[config.mk]
export PLATFORM = sky130hd
export DESIGN_NAME = uart_rx_param
export DESIGN_NICKNAME = d
export VERILOG_FILES = /design/src/rtl/uart_rx_param.sv
export SDC_FILE = /design/constraint.sdc
export NUM_CORES = 1
export LEC_CHECK = 0
export BUFFER_PORTS_ARGS = -buffer_cell sky130_fd_sc_hd__buf_2
export CORE_MARGIN = 10
export CORE_UTILIZATION = 58
export CTS_CLUSTER_DIAMETER = 100
export DETAILED_ROUTE_END_ITERATION = 6
export HOLD_SLACK_MARGIN = 0.12
export PLACE_DENSITY = 0.78
export SLEW_MARGIN = 10
export SYNTH_ARGS = -nofsm -noshare
export SYNTH_HDL_FRONTEND = slang
export SYNTH_SLANG_ARGS = --single-unit
[constraint.sdc]
create_clock -name clk -period 2.3 [get_ports clk]
set_input_delay 0.115 -clock clk [delete_from_list [all_inputs] [get_ports clk]]
set_output_delay 0.115 -clock clk [all_outputs]
set_load 0.02 [all_outputs]
[src/rtl/uart_rx_param.sv]
`default_nettype none
// ============================================================================
// Module      : uart_rx_param
// Description : Parametrised UART receiver. A single system clock drives an
//               internal baud divider with mid-bit sampling. The serial input
//               passes through a 2-flop synchroniser. The receiver handles
//               5..9 data bits (LSB first), optional odd/even parity and 1 or 2
//               stop bits. Each frame is delivered on a valid/ready port
//               together with parity, framing and overrun status.
// Ports       : clk        - system clock, rising edge
//               reset      - asynchronous, active-low reset
//               d_in       - serial line, idle high, asynchronous to clk
//               rx_data    - received data word (holds its last value)
//               rx_valid   - rx_data and the status flags are valid
//               rx_ready   - consumer accepts the word when rx_valid & rx_ready
//               parity_err - parity mismatch on the held word
//               frame_err  - a stop bit was sampled low on the held word
//               overrun    - 1-cycle pulse: a completed frame was dropped
//               busy       - receiver is not in IDLE
// Revision    : 1.0 - initial release
// ============================================================================
module uart_rx_param #(
  parameter int DATA_BITS    = 8,
  parameter int PARITY_EN    = 1,
  parameter int PARITY_ODD   = 0,
  parameter int STOP_BITS    = 1,
  parameter int CLKS_PER_BIT = 16
) (
  input  logic                 clk,
  input  logic                 reset,
  input  logic                 d_in,
  output logic [DATA_BITS-1:0] rx_data,
  output logic                 rx_valid,
  input  logic                 rx_ready,
  output logic                 parity_err,
  output logic                 frame_err,
  output logic                 overrun,
  output logic                 busy
);

  localparam int CNT_W = $clog2(CLKS_PER_BIT);
  localparam int IDX_W = $clog2(DATA_BITS + 1);

  localparam logic [CNT_W-1:0] CNT_FULL  = CNT_W'(CLKS_PER_BIT - 1);
  localparam logic [CNT_W-1:0] CNT_HALF  = CNT_W'(CLKS_PER_BIT / 2 - 1);
  localparam logic [CNT_W-1:0] CNT_ONE   = CNT_W'(1);
  localparam logic [IDX_W-1:0] IDX_LAST  = IDX_W'(DATA_BITS - 1);
  localparam logic [IDX_W-1:0] IDX_ONE   = IDX_W'(1);
  localparam logic             STOP_LAST = (STOP_BITS == 2);
  localparam logic             PAR_ODD   = (PARITY_ODD != 0);
  localparam logic             PAR_EN    = (PARITY_EN != 0);

  typedef enum logic [2:0] {
    IDLE   = 3'd0,
    START  = 3'd1,
    DATA   = 3'd2,
    PARITY = 3'd3,
    STOP   = 3'd4
  } state_t;

  // --------------------------------------------------------------------------
  // Input synchroniser; flops reset to the idle (high) line level so that
  // leaving reset never looks like a start bit.
  // --------------------------------------------------------------------------
  logic sync1;
  logic d_s;

  always_ff @(posedge clk or negedge reset) begin
    if (!reset) begin
      sync1 <= 1'b1;
      d_s   <= 1'b1;
    end else begin
      sync1 <= d_in;
      d_s   <= sync1;
    end
  end

  // --------------------------------------------------------------------------
  // Frame FSM and datapath registers
  // --------------------------------------------------------------------------
  state_t               state,    state_n;
  logic [CNT_W-1:0]     cnt,      cnt_n;
  logic [IDX_W-1:0]     bit_idx,  bit_idx_n;
  logic                 stop_idx, stop_idx_n;
  logic [DATA_BITS-1:0] shreg,    shreg_n;
  logic                 p_err,    p_err_n;
  logic                 f_err,    f_err_n;
  logic                 commit;
  logic                 strobe;

  assign strobe = (cnt == '0);
  assign busy   = (state != IDLE);

  always_ff @(posedge clk or negedge reset) begin
    if (!reset) begin
      state    <= IDLE;
      cnt      <= '0;
      bit_idx  <= '0;
      stop_idx <= 1'b0;
      shreg    <= '0;
      p_err    <= 1'b0;
      f_err    <= 1'b0;
    end else begin
      state    <= state_n;
      cnt      <= cnt_n;
      bit_idx  <= bit_idx_n;
      stop_idx <= stop_idx_n;
      shreg    <= shreg_n;
      p_err    <= p_err_n;
      f_err    <= f_err_n;
    end
  end

  always_comb begin
    state_n    = state;
    cnt_n      = cnt;
    bit_idx_n  = bit_idx;
    stop_idx_n = stop_idx;
    shreg_n    = shreg;
    p_err_n    = p_err;
    f_err_n    = f_err;
    commit     = 1'b0;

    // Free-running divider while a frame is in progress; reload on strobe.
    if (state != IDLE) begin
      cnt_n = strobe ? CNT_FULL : (cnt - CNT_ONE);
    end

    case (state)
      IDLE: begin
        if (!d_s) begin
          // Half-bit preload puts every following strobe at mid-bit.
          state_n    = START;
          cnt_n      = CNT_HALF;
          bit_idx_n  = '0;
          stop_idx_n = 1'b0;
          p_err_n    = 1'b0;
          f_err_n    = 1'b0;
        end
      end
      START: begin
        if (strobe) begin
          if (d_s) begin
            // Line went back high before mid start bit: treat as a glitch.
            state_n = IDLE;
            cnt_n   = '0;
          end else begin
            state_n   = DATA;
            bit_idx_n = '0;
          end
        end
      end
      DATA: begin
        if (strobe) begin
          shreg_n   = {d_s, shreg[DATA_BITS-1:1]};
          bit_idx_n = bit_idx + IDX_ONE;
          if (bit_idx == IDX_LAST) begin
            state_n    = PAR_EN ? PARITY : STOP;
            stop_idx_n = 1'b0;
          end
        end
      end
      PARITY: begin
        if (strobe) begin
          p_err_n    = (((^shreg) ^ d_s) != PAR_ODD);
          state_n    = STOP;
          stop_idx_n = 1'b0;
        end
      end
      STOP: begin
        if (strobe) begin
          f_err_n = f_err | ~d_s;
          if (stop_idx == STOP_LAST) begin
            // Back to IDLE at mid stop bit; IDLE simply waits for the next low.
            commit  = 1'b1;
            state_n = IDLE;
            cnt_n   = '0;
          end else begin
            stop_idx_n = 1'b1;
          end
        end
      end
      default: begin
        state_n = IDLE;
        cnt_n   = '0;
      end
    endcase
  end

  // --------------------------------------------------------------------------
  // Output slot: a commit always wins over a same-cycle handshake, so a slot
  // being consumed in the commit cycle is refilled instead of emptied.
  // --------------------------------------------------------------------------
  always_ff @(posedge clk or negedge reset) begin
    if (!reset) begin
      rx_data    <= '0;
      rx_valid   <= 1'b0;
      parity_err <= 1'b0;
      frame_err  <= 1'b0;
      overrun    <= 1'b0;
    end else begin
      overrun <= 1'b0;
      if (commit) begin
        if (!rx_valid || rx_ready) begin
          rx_data    <= shreg;
          parity_err <= p_err_n;
          frame_err  <= f_err_n;
          rx_valid   <= 1'b1;
        end else begin
          overrun <= 1'b1;
        end
      end else if (rx_valid && rx_ready) begin
        rx_valid   <= 1'b0;
        parity_err <= 1'b0;
        frame_err  <= 1'b0;
      end
    end
  end

endmodule
`default_nettype wire

Word level (Yosys, flattened, before mapping)
Index checks and enable logic that the tools add are counted.

Register bits after elaboration: 36. Bits of input ports: 4. Output and inout bits: 13. Logic and storage cells: 95.

Add/sub/neg operators: 2. Equal/unequal tests: 13. Multiplexer cells: 46. Bitwise logic cells: 3. Reduce and logical (&&, ||, !) cells: 17.

Operator list (number): 2-to-1 mux 4 bit (10); 2-to-1 mux 1 bit (22); 2-to-1 mux 3 bit (7); one-hot mux 4 bit (4 select lines) (1); one-hot mux 3 bit (5 select lines) (1); != test 2 bit, second input constant (7); one-hot mux 4 bit (3 select lines) (1); parity 8 bit (1); AND reduction 7 bit (1); equality test 3 x 2 -> 1 bit, second input constant (2); AND reduction 2 bit (3); AND reduction 6 bit (1); nonzero test 3 bit (2); adder 4 x 1 -> 4 bit, second input constant (1); equality test 4 x 3 -> 1 bit, second input constant (1); logical NOT 4 bit (1); one-hot mux 1 bit (2 select lines) (2); one-hot mux 1 bit (4 select lines) (1); nonzero test 4 bit (1); subtractor 4 x 1 -> 4 bit, second input constant (1); equality test 3 x 1 -> 1 bit, second input constant (1); equality test 3 bit, second input constant (1); logical NOT 3 bit (1); AND reduction 3 bit (1); 10 further kinds (10).

Logic depth before layout (Yosys ltp)
Gate-level depths: netlist of run 1.

Depth after elaboration: 6. Gate-level depth with buffers: 7. Depth with buffers taken out: 6.

Worst setup path before layout of run 1
Ideal clock, no wire load.

Kind: register to register. Start point: register cnt[0]. End point: register p_err. Library setup time: 69 ps. Data arrival time: 1736 ps. Required time: 2231 ps. Slack: 495 ps. Stages on the path, launching flop included: 7. Buffers on the path: 1. Period minus slack after synthesis: 1805 ps. Path through: dfrtp_1 > inv_1 > ha_1 > or3b_1 > buf_2 > or4_1 > nand3_1.

Longest elaborated chain between the ends: 3.

Ends and longest elaborated chain: start, declared (RTL line 82) `logic [CNT_W-1:0] cnt, cnt_n;`; start signal, assigned (RTL line 105) `cnt <= cnt_n;`; logical NOT 4 bit (RTL line 91) `assign strobe = (cnt == '0);`; 2-to-1 mux 1 bit (RTL line 164) `if (strobe) begin`; one-hot mux 1 bit (2 select lines) (RTL line 129) `case (state)`; via p_err_n (RTL line 86) `logic p_err, p_err_n;`; end signal, assigned (RTL line 109) `p_err <= p_err_n;`; end, declared (RTL line 86).

The timed path passes the listed nets, and every way through them passes these cells. A chain may end at the register's enable or synchronous reset.

Final worst setup path of run 1
Start point: register cnt[0]. End point: register rx_data[4].

Longest elaborated chain between the ends: 4.

Ends and longest elaborated chain: logical NOT 4 bit (RTL line 91); 2-to-1 mux 1 bit (RTL line 171) `if (strobe) begin`; 2-to-1 mux 1 bit (RTL line 129); AND reduction 2 bit (no line); end signal, assigned (RTL line 205) `rx_data <= shreg;`; end, declared (RTL line 32) `output logic [DATA_BITS-1:0] rx_data,`.

No other way between the ends.

==> Flow_metrics.wiki, run 1 <==
{| class="wikitable"
! Metric !! Value
|-
| Worst-case clock buffer depth || 2
|-
| P_sw || 0.654 mW
|-
| Largest cells by area after synthesis || dfrtp_1 46%, mux2_2 10%, dfstp_2 3.0%
|-
| Arrival @ worst endpoint || roughly 2.2 ns
|-
| Routed wirelength normalized by instance count || 15.8 um
|-
| Inserted Clock Buffers || 5
|-
| Kind of end point of the critical path || flip-flop
|-
| Share of async-settable or async-resettable flops after synthesis || 100%
|-
| Yosys cell types || 49
|-
| Crit Path Category || reg2reg
|-
| Required time of the critical path || roughly 2.5 ns
|-
| Setup bufs post-CTS || 0
|-
| Die boundary width || approximately 75 um
|-
| Type of the most critical hold path || in2async
|-
| Max Clock Skew || ~0.014 ns
|-
| Switching fraction of total power || a little over a third
|-
| Number of standard cells after synthesis || around 170
|-
| Largest fanout on the critical path || 8
|-
| Number of setup violations in the final report || 0
|-
| Aggregate routed wire length || approximately 3.5 mm
|-
| Final GP Congestion || 0.776
|-
| Vias per cell || a little over 6
|-
| Total clock sinks || 35
|-
| Final TNS setup || 0 ns
|-
| Area of the mapped netlist || 0.00178 sq mm
|-
| First-pass GRT wire length || between 6 and 7 mm
|-
| Number of port buffers || 16
|-
| Number of synthesized flops with an enable pin || 0
|-
| Detailed-route via count || approximately 1300
|-
| Full die area || between 0.005 and 0.006 sq mm
|-
| Clk Tree Root Cell || clkbuf_4
|-
| ANT cells || 0
|-
| Clock period minus final worst setup slack || approximately 2 ns
|-
| Post-synthesis net count || about 170
|-
| Slew margin rel. || 49.9%
|-
| Static power due to leakage || 0.949 nW
|-
| Yosys top cell area share || between 40% and 50%
|-
| Worst supply voltage drop on vdd || slightly below 0.7 mV
|-
| Unrepaired setup endpoints after global routing || false
|-
| Effective utilization at floorplan || about three fifths
|-
| Total global routing track utilization || approximately 14%
|-
| Number of global-route vias before repair || between 1000 and 1500
|-
| Pin count of the biggest net entering global routing || 36
|-
| Internal portion of total power || between 1 and 1.5 mW
|-
| Yosys warning count || 0
|-
| Flip-flop cell with the highest count after synthesis || dfrtp_1
|-
| Hold Violations, Final || 0
|-
| Number of antenna violations at the first check in global routing || 0
|-
| CTS tree || yes
|-
| Sequential share of the synthesized area || 49.3%
|-
| Clk pin slew, worst setup/hold paths || 0.12 ns
|-
| Area occupied by multi-input gates || 842 sq um
|-
| Filler Cell Count || 234
|-
| Clock group share of total power || 23.7%
|-
| Worst-margin pin slew || roughly 0.75 ns
|-
| Syn_area_per_cell || between 10 and 15 sq um
|-
| Yosys reg bits || 35
|-
| Clock H-tree levels || 2
|-
| WP buf/inv || 1
|-
| Area of all placed cells without fillers || ~0.002 sq mm
|-
| Power, Total || about 1.9 mW
|-
| First-iteration detailed-routing DRC count || between 100 and 150
|-
| Clock network latency to the later pin of the worst-skew pair || roughly 0.35 ns
|-
| Final Max Tran Viols || 0
|-
| Combinational power share || around 30%
|-
| Post-route core utilization || between 60% and 70%
|-
| Power density cells || ~940 mW/mm^2
|-
| Crit share post-route || between 80 and 90%
|-
| Outcome || complete, no violations
|-
| Length of the first detailed-routing pass in iterations || 5
|-
| Largest stage delay on the critical path || roughly 0.46 ns
|-
| Crit start category || flip-flop
|-
| Top delay family on crit path || simple AND/OR/NAND/NOR gates
|-
| Proportion of layout cells with a drive suffix above 1 || approximately a quarter
|-
| Sequential Power Share || a little under half
|-
| Crit path max-delay cell type || dfrtp_1
|-
| Max-cap violations || 0
|-
| Top-Level Pins || 17
|-
| Cell area after placement || around 0.0019 sq mm
|-
| Vertical die dimension || between 70 and 80 um
|-
| Number of cell rows || 20
|-
| Max frequency || 498 MHz
|-
| Area used by sequential logic in the layout || 878 sq um
|-
| Cell taking the most area after synthesis || dfrtp_1
|-
| Grt ovf || 0
|-
| Number of nets in the final layout || ~190
|-
| Number of DRC violations after detailed routing || 0
|-
| Post-detail-place hpwl || 2.44 mm
|-
| Synth-to-Final Area Change || 11.2%
|-
| Series of cell instances along the critical path || inv_1, ha_1, nor3b_1, and3_1, nand2_1, mux2_2
|-
| Post-route antenna net violation count || 0
|-
| Core Box Area || ~0.003 sq mm
|}
[stage by stage]
step                      setup slack [ns]  hold WS, ns  instances
final                                0.293        0.352        219
after global routing                0.0870        0.371        219
after CTS                            0.316        0.364        219
after detailed placement             0.338        0.222        208
after global placement               0.420        0.215        208
after floorplan                      0.495       -0.181        166
[flip-flops by register name (all words and copies together) (netlist names)]
signal      count
p_err           1
cnt             4
rx_valid        1
state           3
overrun         1
rx_data         8
f_err           1
sync1           1
bit_idx         4
shreg           8
frame_err       1
parity_err      1
d_s             1
[layout make-up]
type                    count  area share (%)
multi-input cells         118            42.5
well taps                  33            2.08
repair buffers             21            6.32
inverters                   4           0.758
flip-flops and latches     35            44.3
clock buffers               6            2.08
clock inverters             2            1.90
[synth_stat cells (all sizes together) (2+ instances only)]
cell type	count
or2	3
buf	4
nand2b	5
mux2i	2
a21oi	8
nand3	5
ha	2
nand4b	2
nor3b	2
a22o	2
nor3	4
o22ai	2
dfstp	2
dfrtp	33
nand2	10
inv	4
xnor2	4
o21ai	11
o211ai	2
or4	2
mux2	16
nor2	10
nor2b	3
clkbuf	5
nand3b	2
[repair_timing]
| item | CTS | global route |
|---|---|---|
| hold endpoints to repair | 37 | 0 |
| resized for setup | 0 | 0 |
| hold buffers | 3 | 0 |
[routing by layer]
layer	global-route usage, %	share of wire [%]	up-vias
li1	-	-	642
met1	17.7	45	645
met2	21.3	47	39
met3	4.43	6.4	5
met4	4.33	0.98	0
met5	0	0	-
[path summary, 6_finish.rpt]
kind	start	to	slack, ns	depth (start not counted)
hold reg to reg	sync1$_DFF_PN1_	d_s$_DFF_PN1_	0.36	0
setup / recovery	cnt[0]$_DFF_PN0_	rx_data[4]$_DFFE_PN0P_	0.29	6
max in group asynchronous	reset	shreg[7]$_DFFE_PN0P_	1.46	2
hold / removal	reset	rx_data[2]$_DFFE_PN0P_	0.35	2
setup reg to reg	cnt[0]$_DFF_PN0_	rx_data[4]$_DFFE_PN0P_	0.29	6
min in group clk	sync1$_DFF_PN1_	d_s$_DFF_PN1_	0.36	0
[kinds of logic after synthesis]
group	share of synthesized area [%]
compound gates	13.9
buf+inv	3.37
mux	11.2
flops	49.3
xor+xnor	3.72
simple gates	17.0
fa+ha+maj	1.41
[power by group through the flow]
| stage | registers [mW] | logic (mW) | clock network, mW |
|---|---|---|---|
| after CTS | 0.846 | 0.564 | 0.449 |
| after detailed placement | 0.858 | 0.556 | 0 |
| final | 0.851 | 0.564 | 0.440 |
| after global routing | 0.875 | 0.644 | 0.485 |
| after floorplan | 0.791 | 0.509 | 0 |
| after global placement | 0.850 | 0.538 | 0 |
[worst register-to-register path, stage by stage, from the launching register on]
cell and delay [ns]:
dfrtp_1 0.46, inv_1 0.08, ha_1 0.21, nor3b_1 0.26, and3_1 0.27, nand2_1 0.26, mux2_2 0.36
[placed cells by master (no fill, tap or decap), types with 3 or more instances in the layout]
| cell type | n |
|---|---|
| dfrtp_1 | 33 |
| nand3_1 | 5 |
| nand2_1 | 10 |
| o21ai_0 | 9 |
| nor2b_1 | 3 |
| nor3_1 | 4 |
| clkbuf_4 | 5 |
| inv_1 | 4 |
| dlygate4sd3_1 | 3 |
| nand2b_1 | 5 |
| buf_2 | 16 |
| a21oi_1 | 8 |
| mux2_2 | 16 |
| nor2_1 | 10 |
| xnor2_1 | 4 |
Power figures use the tool's default switching activity.
==> inputs of run 2 (changes only) <==
- CORE_UTILIZATION: 58 -> 57
- PLACE_DENSITY: 0.78 -> 0.77
==> run 2 against run 1 <==
  * First-iteration DRC count decreased by 29%
  * Worst hold slack improved by 0.0023 ns
  * Global-route usage decreased by 0.89 points
  * Wire length decreased by 4.1%
  * Final area decreased by 0.25%
  * Largest cell class unchanged
  * Non-clock buffer count unchanged
  * Largest power group unchanged
  * Combinational power about the same
  * Highest routed layer unchanged
  * Worst setup slack got worse by 0.012 ns
  * Sequential power about the same
  * Clock skew decreased by 0.00061 ns
==> Flow_metrics.wiki, run 2 (synthesis results as in run 1) <==
{| class="wikitable"
! Metric !! Value
|-
| Grt ovf || 0
|-
| Post-detail-place hpwl || 2.36 mm
|-
| Slew margin rel. || between 50% and 60%
|-
| Total clock sinks || 35
|-
| Series of cell instances along the critical path || inv_1, ha_1, nor3b_1, buf_4, nand3_1, a2111oi_0, a211o_1
|-
| Number of antenna violations at the first check in global routing || 0
|-
| Die boundary width || approximately 76 um
|-
| Aggregate routed wire length || approximately 3.3 mm
|-
| Total global routing track utilization || about an eighth
|-
| Unrepaired setup endpoints after global routing || false
|-
| Required time of the critical path || between 2 and 3 ns
|-
| Clock group share of total power || approximately a fifth
|-
| Routed wirelength normalized by instance count || 14.4 um
|-
| Largest registers in the final layout || rx_data: 8 flops, shreg: 8 flops
|-
| Clk pin slew, worst setup/hold paths || roughly 0.11 ns
|-
| Number of nets in the final layout || ~190
|-
| Power density cells || between 800 and 900 mW/mm^2
|-
| Effective utilization at floorplan || 58.8%
|-
| Final GP Congestion || 0.808
|-
| ANT cells || 0
|-
| Crit share post-route || 87.8%
|-
| Crit Path Category || reg2reg
|-
| Cell area after placement || between 0.0015 and 0.002 sq mm
|-
| Pin count of the biggest net entering global routing || 36
|-
| Crit start category || flip-flop
|-
| Switching fraction of total power || a little over a third
|-
| Static power due to leakage || ~0.95 nW
|-
| Clk Tree Root Cell || clkbuf_4
|-
| Max-cap violations || 0
|-
| Length of the first detailed-routing pass in iterations || 4
|-
| Kind of end point of the critical path || flip-flop
|-
| Worst-case clock buffer depth || 2
|-
| Worst supply voltage drop on vdd || between 0.4 and 0.5 mV
|-
| CTS tree || yes
|-
| Synth-to-Final Area Change || 11.0%
|-
| First-pass GRT wire length || around 5.7 mm
|-
| Max frequency || 495 MHz
|-
| Full die area || 0.00576 sq mm
|-
| Final TNS setup || 0 ns
|-
| Most common cell after layout, fill and taps aside || dfrtp_1
|-
| Core Box Area || between 0.003 and 0.004 sq mm
|-
| Post-route antenna net violation count || 0
|-
| Final Max Tran Viols || 0
|-
| Clock H-tree levels || 2
|-
| Number of setup violations in the final report || 0
|-
| Worst Setup Slack post-DPL || roughly 0.37 ns
|-
| Combinational power share || between 30% and 40%
|-
| Number of global-route vias before repair || 1256
|-
| Number of cell rows || 20
|-
| P_sw || 0.640 mW
|-
| Arrival @ worst endpoint || 2.30 ns
|-
| Internal portion of total power || ~1.1 mW
|-
| Outcome || complete, no violations
|-
| Most used cells in the layout excluding fill and tap cells || 33 x dfrtp_1, 16 x mux2_2, 16 x buf_2
|-
| Worst-margin pin slew || 0.737 ns
|-
| Power, Total || approximately 1.8 mW
|-
| Type of the most critical hold path || in2async
|-
| First-iteration detailed-routing DRC count || ~90
|-
| DP Cell Count || about 220
|-
| Number of DRC violations after detailed routing || 0
|-
| Hold Violations, Final || 0
|-
| Vertical die dimension || roughly 76 um
|-
| Largest stage delay on the critical path || 0.45 ns
|-
| Detailed-route via count || approximately 1300
|-
| Vias per cell || around 5.8
|-
| Sequential Power Share || between 40% and 50%
|-
| Crit path max-delay cell type || dfrtp_1
|-
| Setup bufs post-CTS || 0
|-
| Proportion of layout cells with a drive suffix above 1 || between 20 and 25%
|-
| Final worst-path setup slack || between 0.2 and 0.3 ns
|-
| Clock network latency to the later pin of the worst-skew pair || roughly 0.35 ns
|-
| Area of all placed cells without fillers || about 0.002 sq mm
|-
| Clock period minus final worst setup slack || between 2 and 2.5 ns
|-
| Inserted Clock Buffers || 5
|-
| Final standard cell count with taps included and fillers excluded || 230
|-
| Number of port buffers || 16
|-
| Max Clock Skew || 0.0136 ns
|-
| Top-Level Pins || 17
|-
| Largest fanout on the critical path || 10
|}
[run 2: changes by cell type in the layout (fill, tap and decap cells not counted), sizes merged]
cell and change:
clkinv +1, clkinvlp -1, clkbuf +1, bufinv -1
[run 2: per-stage QoR]
stage                     util, %  hold slack [ns]
after floorplan                 -           -0.181
after global placement       62.3            0.212
after detailed placement     62.3            0.222
after CTS                    65.2            0.364
after global routing         65.2            0.371
final                        65.2            0.354
[run 2: critical path: cells and delay by family, from the launching register on]
family	cells	cell delay, ns
adder cells (fa/ha/maj)	1	0.21
buffers and inverters	2	0.31
AO/OA/AOI/OAI	2	0.56
AND/OR/NAND/NOR	2	0.42
flip-flops	1	0.45
[run 2: cell type report]
class / count / area (sq um)
Fill cell: 235 / 1050
Sequential cell: 35 / 878
Multi-Input combinational cell: 118 / 842
Timing Repair Buffer: 21 / 125
Clock buffer: 7 / 55.1
Tap cell: 44 / 55.1
Inverter: 4 / 15.0
Clock inverter: 1 / 5.00
[run 2: repair_timing]
action | 4_1_cts | 5_1_grt
gates resized for setup | 0 | 0
hold endpoints to repair | 37 | 0
hold buffers | 3 | 0
[run 2: worst paths after layout]
path	from	end	slack [ns]	depth (start not counted)
worst max-delay path	cnt[0]$_DFF_PN0_	frame_err$_DFFE_PN0P_	0.28	7
worst min-delay path	reset	rx_data[2]$_DFFE_PN0P_	0.35	2
worst max register to register	cnt[0]$_DFF_PN0_	frame_err$_DFFE_PN0P_	0.28	7
worst min register to register	sync1$_DFF_PN1_	d_s$_DFF_PN1_	0.36	0
max in group asynchronous	reset	bit_idx[1]$_DFFE_PN0P_	1.47	2
min in group clk	sync1$_DFF_PN1_	d_s$_DFF_PN1_	0.36	0
[run 2: power groups by stage]
stage	Combinational [mW]	Sequential (mW)	Clock (mW)
finish	0.565	0.853	0.343
floorplan	0.509	0.791	0
CTS	0.565	0.848	0.352
global route	0.648	0.874	0.379
global placement	0.537	0.851	0
detailed placement	0.557	0.863	0
[run 2: routing by layer]
layer / GRT usage (%) / vias up / wire length, um
met5: 0 / - / 0
met2: 19.2 / 32 / 1470
met1: 16.7 / 640 / 1590
met4: 5.77 / 0 / 67
met3: 3.91 / 8 / 185
li1: - / 648 / -
